==> config.mk <==
export PLATFORM = sky130hd
export DESIGN_NAME = bus_arbiter
export DESIGN_NICKNAME = d
export VERILOG_FILES = /design/src/rtl/bus_arbiter_pkg.sv /design/src/rtl/bus_arbiter.sv
export SDC_FILE = /design/constraint.sdc
export NUM_CORES = 1
export LEC_CHECK = 0
export BUFFER_PORTS_ARGS = -buffer_cell sky130_fd_sc_hd__buf_2
export CORE_AREA = 4 4 41 43
export DETAILED_ROUTE_END_ITERATION = 6
export DIE_AREA = 0 0 45 47
export GPL_TIMING_DRIVEN = 0
export REMOVE_ABC_BUFFERS = 1
export SETUP_SLACK_MARGIN = 0.05
export SYNTH_ARGS = -nofsm -noshare
export SYNTH_HDL_FRONTEND = slang
export SYNTH_SLANG_ARGS = --single-unit
export TNS_END_PERCENT = 100
==> constraint.sdc <==
create_clock -name clk -period 2.03 [get_ports clk]
set_input_delay 0.3045 -clock clk [delete_from_list [all_inputs] [get_ports clk]]
set_output_delay 0.3045 -clock clk [all_outputs]
set_load 0.02 [all_outputs]
==> src/rtl/bus_arbiter_pkg.sv <==
// Shared encodings and next-owner rotation for the four-master bus arbiter.
package bus_arbiter_pkg;

    localparam logic REQ_ENABLE    = 1'b1;
    localparam logic REQ_DISABLE   = 1'b0;
    localparam logic GRANT_ENABLE  = 1'b1;
    localparam logic GRANT_DISABLE = 1'b0;
    localparam logic AS_ENABLE     = 1'b1;
    localparam logic AS_DISABLE    = 1'b0;

    localparam int BUS_OWNER_W = 2;

    typedef logic [BUS_OWNER_W-1:0] owner_t;

    localparam owner_t BUS_OWNER_M0 = 2'd0;
    localparam owner_t BUS_OWNER_M1 = 2'd1;
    localparam owner_t BUS_OWNER_M2 = 2'd2;
    localparam owner_t BUS_OWNER_M3 = 2'd3;

    // Owner keeps the bus while requesting, unless a forced rotation skips it.
    function automatic owner_t next_owner(
        input owner_t     cur,
        input logic [3:0] req,
        input logic       force_rot
    );
        owner_t nxt;
        owner_t cand;
        logic   found;
        nxt   = cur;
        found = 1'b0;
        if (req[cur] == REQ_ENABLE && !force_rot) begin
            found = 1'b1;
        end
        for (int i = 1; i < 4; i++) begin
            cand = cur + owner_t'(i);
            if (!found && req[cand] == REQ_ENABLE) begin
                nxt   = cand;
                found = 1'b1;
            end
        end
        return nxt;
    endfunction

endpackage

==> src/rtl/bus_arbiter.sv <==
// Round-robin arbiter for bus masters m0..m3, grant parked on last owner.
// Optional hold timeout enabled by defining BUS_ARB_TIMEOUT_EN.
module bus_arbiter
    import bus_arbiter_pkg::*;
#(
    parameter int MAX_HOLD = 16,
    parameter int HOLD_W   = 5
) (
    input  logic       clk,
    input  logic       reset,
    input  logic       m0_req,
    input  logic       m1_req,
    input  logic       m2_req,
    input  logic       m3_req,
    input  logic       m_as,
    output logic       m0_grant,
    output logic       m1_grant,
    output logic       m2_grant,
    output logic       m3_grant,
    output logic [1:0] arb_owner
);

    owner_t     owner;
    owner_t     nxt;
    logic [3:0] req;
    logic       force_rot;

    assign req = {m3_req, m2_req, m1_req, m0_req};

`ifdef BUS_ARB_TIMEOUT_EN
    logic [HOLD_W-1:0] hold_cnt;
    logic              others_req;

    always_comb begin
        others_req = 1'b0;
        for (int i = 0; i < 4; i++) begin
            if (owner_t'(i) != owner && req[i] == REQ_ENABLE) begin
                others_req = 1'b1;
            end
        end
    end

    // Never preempt in the middle of a transfer.
    assign force_rot = (hold_cnt == HOLD_W'(MAX_HOLD)) &&
                       (m_as == AS_DISABLE);

    always_ff @(posedge clk or posedge reset) begin
        if (reset) begin
            hold_cnt <= '0;
        end else if (nxt != owner || !others_req) begin
            hold_cnt <= '0;
        end else if (hold_cnt != HOLD_W'(MAX_HOLD)) begin
            hold_cnt <= hold_cnt + 1'b1;
        end
    end
`else
    logic unused_as;
    assign unused_as = m_as;
    assign force_rot = 1'b0;
`endif

    assign nxt = next_owner(owner, req, force_rot);

    always_ff @(posedge clk or posedge reset) begin
        if (reset) begin
            owner <= BUS_OWNER_M0;
        end else begin
            owner <= nxt;
        end
    end

    assign m0_grant  = (owner == BUS_OWNER_M0) ? GRANT_ENABLE : GRANT_DISABLE;
    assign m1_grant  = (owner == BUS_OWNER_M1) ? GRANT_ENABLE : GRANT_DISABLE;
    assign m2_grant  = (owner == BUS_OWNER_M2) ? GRANT_ENABLE : GRANT_DISABLE;
    assign m3_grant  = (owner == BUS_OWNER_M3) ? GRANT_ENABLE : GRANT_DISABLE;
    assign arb_owner = owner;

endmodule

==> results of run 1 <==
## kinds of logic (layout without fill, tap and decap cells)
kind of cell	count (synthesis)	count (layout)
flip-flops	2	2
multiplexers	6	6
AO/OA/AOI/OAI	5	5
AND/OR/NAND/NOR	1	1
buffers and inverters	4	19
XOR/XNOR	1	1
adder cells (fa/ha/maj)	4	4
## worst max-delay path, stage by stage (launching register included)
cell and delay [ns]:
dfrtp_1 0.46, inv_1 0.10, ha_1 0.36, mux4_2 0.35, a21boi_2 0.17, o221ai_2 0.11
a21oi_2 0.13
## layer usage
layer,up-vias,global-route usage (%),share of wire [%]
li1,116,-,-
met1,106,7.36,44
met2,13,9.89,42
met3,2,1.53,12
met4,0,3.51,1.8
met5,-,0,0
## power by group through the flow
stage	sequential [W]	clock [W]	combinational, W
2_1_floorplan	0.000140	0	0.000363
3_3_place_gp	0.000125	0	0.000463
3_5_place_dp	0.000127	0	0.000472
4_1_cts	0.000126	0.0000923	0.000474
5_1_grt	0.000107	0.0000965	0.000569
6_report	0.000100	0.0000893	0.000510
## through the flow
step                      instances  setup slack [ns]
after floorplan                  22             0.120
after global placement           48             0.106
after detailed placement         48            0.0767
after CTS                        52            0.0686
after global routing             53            0.0929
final                            53             0.270
## synthesized netlist by cell type
library cell / instances
ha_1: 4
inv_1: 3
dfrtp_1: 2
mux2i_1: 2
mux4_2: 2
a21boi_2: 1
a21oi_1: 1
a21oi_2: 1
a32oi_1: 1
buf_6: 1
mux2_1: 1
mux2_2: 1
nand2b_1: 1
o221ai_2: 1
xnor2_1: 1
## timing repair
action	4_1_cts	5_1_grt
hold buffers	1	0
gates resized for setup	0	1
buffers inserted	0	1
endpoints found under the hold margin	2	0
endpoints found under the setup margin	0	2
## final timing paths
| kind | slack (ns) | cells after the start | start | to |
|---|---|---|---|---|
| min in group asynchronous | 0.47 | 3 | reset | arb_owner[0] |
| worst max-delay path | 0.27 | 6 | arb_owner[1] | arb_owner[1] |
| worst max register to register | 0.27 | 6 | arb_owner[1] | arb_owner[1] |
| worst min register to register | 0.68 | 2 | arb_owner[1] | arb_owner[1] |
| worst min-delay path | 0.46 | 3 | m2_req | arb_owner[1] |
| max in group asynchronous | 1.44 | 3 | reset | arb_owner[0] |
## layout make-up
type	count	area, um^2
tap	15	18.8
clock buffer	3	22.5
sequential	2	51.3
timing repair buffer	13	72.6
fill	145	923
multi-input combinational	17	201
inverter	3	11.3
## cells in the final DEF, fill, tap and decap left out, drive strengths merged
master	n
dlygate4sd3	1
mux2i	2
mux4	2
a32oi	1
dfrtp	2
nand2b	1
a21oi	2
xnor2	1
o221ai	1
inv	3
mux2	2
clkbuf	3
buf	12
a21boi	1
ha	4
==> metrics.yaml, run 1 <==
run_status:
  status: "complete, no violations"
cells_and_area:
  diodes: 0
  utilization_pct: 29.0
  drive_gt1_share_pct: 57.9
  fin_nets: 51
  final_area_um2: 378
  syn_to_final_growth_pct: 37.9
  largest_reg_flops: 2
clocking:
  clockBufferDepth: 2
  numCtsBuffers: 3
  clock_sinks: 2
  root_buffer: "clkbuf_4"
  cts_tree: "built"
  clock_latency_ns: 0.22
  clk_pin_slew_ns: 0.03
  htree_levels: 1
detailed_routing:
  dr.pass1.iters: 1
  drt-initial-drc-count: 0
  wl_per_cell_um: 10.3
  wl_um: 546
  drc: 0
  vias_per_cell: 4.47
  vias: 237
  antenna_left: 0
setup_path:
  crit_arrival_ns: 1.91
  cp_max_fo: 7
  start_kind: "flop"
  critical_path_class: "flop to flop"
  crit_required_ns: 2.18
  cp-end-kind: "flop"
yosys:
  synth.largest_area_cell: "dfrtp_1"
  synthTopCellsByArea: "dfrtp_1, ha_1, mux4_2"
  ys_ff_latch: 2
  synth_top_area_share_pct: 18.3
  synthSimpleGateAreaFrac_pct: 2.28
  yosysSeqAreaShare_pct: 18.3
  netlist_instances: 23
  synth_xor_area_share_pct: 3.20
  synth_top_family_by_area: "multiplexers"
  muxShareOfSynthArea_pct: 32.0
  syn-cell-area_um2: 274
  synth_compound_area_share_pct: 17.8
  synth_warnings: 0
  syn_avg_cell_area_um2: 11.9
  synthAdderAreaFrac_pct: 18.3
  synth_cell_types: 15
global_route:
  grt_overflow: 0
  grt_use_total_pct: 6.11
  grt_pass1_vias: 233
  grt_pass1_wl_um: 938
  antenna_found_initial: 0
  grt_max_degree: 11
pwr:
  sw_frac_of_total_pct: 47.8
  p_int_w: 0.000365
  seq_power_share_pct: 14.3
  p_sw_w: 0.000334
  clock_power_share_pct: 12.8
  power_w: 0.000699
  power_density_mw_per_mm2: 1850
  ir_drop_mv: 0.475
  p_leak_nw: 0.186
  p_comb_share_pct: 72.9
floorplanning:
  die-area_mm2: 0.00212
  initial_core_util_pct: 21.1
  die_w_um: 45
  coreArea_mm2: 0.00130
  core.rowCount: 13
  io_pins: 13
  die_height_um: 47
sta:
  rsz0062_at_grt: "no"
  fmax_mhz: 568
  drv_slew: 0
  hold_violations: 0
  post-route-period-util_pct: 86.7
  slew_headroom_pct: 78.1
  setup_tns_ns: 0
  worst_slew_pin_slew_ns: 0.319
  min_period_ns: 1.76
  clock_skew_ns: 0.000180
  hold_ws_ns: 0.463
  setup_viol: 0
placement:
  dpl_cell_area_um2: 337
  dp_hpwl_um: 440
  place.gp.congestion: 0.605
  io_buffers: 11
run:
  maxCapViolCount: 0
hold_path:
  hp-class: "input port to flop"
No activity file was read; power rests on OpenSTA's default activity.
==> run 2: changes to the inputs <==
==> constraint.sdc (replaced) <==
create_clock -name clk -period 1.7 [get_ports clk]
set_input_delay 0.255 -clock clk [delete_from_list [all_inputs] [get_ports clk]]
set_output_delay 0.255 -clock clk [all_outputs]
set_load 0.02 [all_outputs]
==> metrics.yaml, run 2 (synthesized netlist as in run 1, its figures left out) <==
sta:
  drv_slew: 0  # unchanged
  slew_headroom_pct: 78.3  # was 78.1%
  post-route-period-util_pct: 90.9  # was 86.7%
  hold_ws_ns: 0.411  # was 0.463 ns
  setup_viol: 0  # unchanged
  fin_ws_ns: 0.154  # was 0.270 ns
  worst_slew_pin_slew_ns: 0.317  # was 0.319 ns
  clock_skew_ns: 0.00443  # was 0.000180 ns
  fmax_mhz: 647  # was 568 MHz
  hold_violations: 0  # unchanged
  min_period_ns: 1.55  # was 1.76 ns
  rsz0062_at_grt: "no"  # unchanged
setup_path:
  critical_path_class: "flop to flop"  # unchanged
  r2r-start: "arb_owner[0]"  # was arb_owner[1]
  start_kind: "flop"  # unchanged
  path_buf_inv: 1  # unchanged
  critPathMaxStageDelay_ns: 0.54  # was 0.46 ns
  reg2reg_slack_ns: 0.15  # was 0.27 ns
  r2r_end: "arb_owner[1]"  # unchanged
  crit_path_cell_trace: "buf_6 > mux4_2 > a21boi_2 > o221ai_2 > a21oi_2"  # was inv_1 > ha_1 > mux4_2 > a21boi_2 > o221ai_2 > a21oi_2
  crit_required_ns: 1.85  # was 2.18 ns
  cp_max_fo: 9  # was 7
  critPathTopFamily: "multiplexers"  # was flip-flops
  cp-end-kind: "flop"  # unchanged
  r2r_cells: 5  # was 6
  cpMaxStageDelayCell: "mux4_2"  # was dfrtp_1
  crit_arrival_ns: 1.70  # was 1.91 ns
detailed_routing:
  dr.pass1.iters: 2  # was 1
  vias_per_cell: 4.61  # was 4.47
  wl_per_cell_um: 11.9  # was 10.3 um
  antenna_left: 0  # unchanged
  drt-initial-drc-count: 1  # was 0
  drc: 0  # unchanged
  vias: 249  # was 237
  wl_um: 645  # was 546 um
global_route:
  grt_pass1_wl_mm: 1.08  # was 938 um
  busiest_layer: "met2"  # unchanged
  grt_overflow: 0  # unchanged
  grt_max_degree: 10  # was 11
  grtUsageMet2_pct: 13.6  # was 9.89%
  grt_use_total_pct: 7.21  # was 6.11%
  grt_use_met3_pct: 1.53  # unchanged
  use_met1_pct: 7.57  # was 7.36%
  antenna_found_initial: 0  # unchanged
  grt_pass1_vias: 250  # was 233
cells_and_area:
  final_cell_mix: "buf_2, ha_1, clkbuf_4"  # was buf_2, ha_1, inv_1, clkbuf_4
  final_cells: 54  # was 53
  diodes: 0  # unchanged
  syn_to_final_growth_pct: 47.0  # was 37.9%
  largest_reg_flops: 2  # unchanged
  n_fill_cell: 147  # was 145
  fin_nets: 52  # was 51
  drive_gt1_share_pct: 66.7  # was 57.9%
  final_common_cell: "buf_2"  # unchanged
floorplanning:
  die-area_mm2: 0.00212  # unchanged
  coreArea_mm2: 0.00130  # unchanged
  core.rowCount: 13  # unchanged
  die_height_um: 47  # unchanged
  io_pins: 13  # unchanged
  die_w_um: 45  # unchanged
  initial_core_util_pct: 21.1  # unchanged
clocking:
  numCtsBuffers: 3  # unchanged
  clk_pin_slew_ns: 0.03  # about the same
  htree_levels: 1  # unchanged
  clockBufferDepth: 2  # unchanged
  clock_sinks: 2  # unchanged
  cts_tree: "built"  # unchanged
  root_buffer: "clkbuf_4"  # unchanged
  clock_latency_ns: 0.23  # was 0.22 ns
placement:
  dp_hpwl_um: 440  # unchanged
  io_buffers: 11  # unchanged
  numPlacedInstances: 48  # unchanged
  dpl_worst_slack_ns: -0.253  # was 0.0767 ns
  place.gp.congestion: 0.605  # unchanged
hold_path:
  hp-start: "m2_req"  # unchanged
  holdPathEnd: "arb_owner[1]"  # unchanged
  hp-class: "input port to flop"  # unchanged
  whs_path_depth: 3  # unchanged
pwr:
  power_density_mw_per_mm2: 2300  # was 1850 mW/mm^2
  ir_drop_mv: 0.588  # was 0.475 mV
  p_leak_nw: 0.190  # was 0.186 nW
run_status:
  status: "complete, no violations"  # unchanged
run:
  maxCapViolCount: 0  # unchanged
-- run 2: worst max-delay path by stage --
stage                       startpoint            to  slack [ns]  cells after the start
after floorplan           arb_owner[0]  arb_owner[1]       -0.21                      6
after global placement    arb_owner[0]  arb_owner[1]       -0.22                      6
after detailed placement  arb_owner[0]  arb_owner[1]       -0.25                      6
after CTS                 arb_owner[0]  arb_owner[1]        0.12                      5
after global routing      arb_owner[0]  arb_owner[1]        0.06                      5
final                     arb_owner[0]  arb_owner[1]        0.15                      5
-- run 2: through the flow --
| stage | area, um^2 | util (%) | setup TNS (ns) | total power, W |
|---|---|---|---|---|
| finish | 403 | 31.0 | 0 | 0.000928 |
| global route | 403 | 31.0 | 0 | 0.00102 |
| CTS | 399 | 30.7 | 0 | 0.000908 |
| detailed placement | 337 | 25.9 | -0.465 | 0.000715 |
| global placement | 337 | 25.9 | -0.416 | 0.000702 |
| floorplan | 263 | - | -0.378 | 0.000601 |
-- run 2: final cells by class --
class                           instances  area (um^2)  area share, %
Sequential cell                         2         52.6           13.0
Multi-Input combinational cell         17          214           53.1
Clock buffer                            3         22.5           5.59
Timing Repair Buffer                   14         83.8           20.8
Tap cell                               15         18.8           4.66
Inverter                                3         11.3           2.80
-- run 2: power by group --
| group | switching (W) | total (W) | internal (W) |
|---|---|---|---|
| sequential | 0.0000174 | 0.0000979 | 0.0000805 |
| clock | 0.0000315 | 0.000110 | 0.0000783 |
| combinational | 0.000386 | 0.000720 | 0.000334 |
| total | 0.000435 | 0.000928 | 0.000493 |
-- run 2: layer usage --
layer	routed length (um)	up-vias
met2	321	13
li1	-	118
met4	12	0
met3	65	2
met5	0	-
met1	246	116
-- run 2: timing repair --
| action | 4_1_cts | 5_1_grt |
|---|---|---|
| endpoints found under the setup margin | 2 | 1 |
| hold buffers | 1 | 0 |
| resized for setup | 3 | 2 |
| hold endpoints to repair | 2 | 0 |
| pin swaps | 0 | 1 |
| buffers inserted | 2 | 0 |
-- run 2: worst min-delay path, stage by stage --
cell and delay [ns]:
buf_2 0.10, mux2i_1 0.11, a21oi_2 0.13
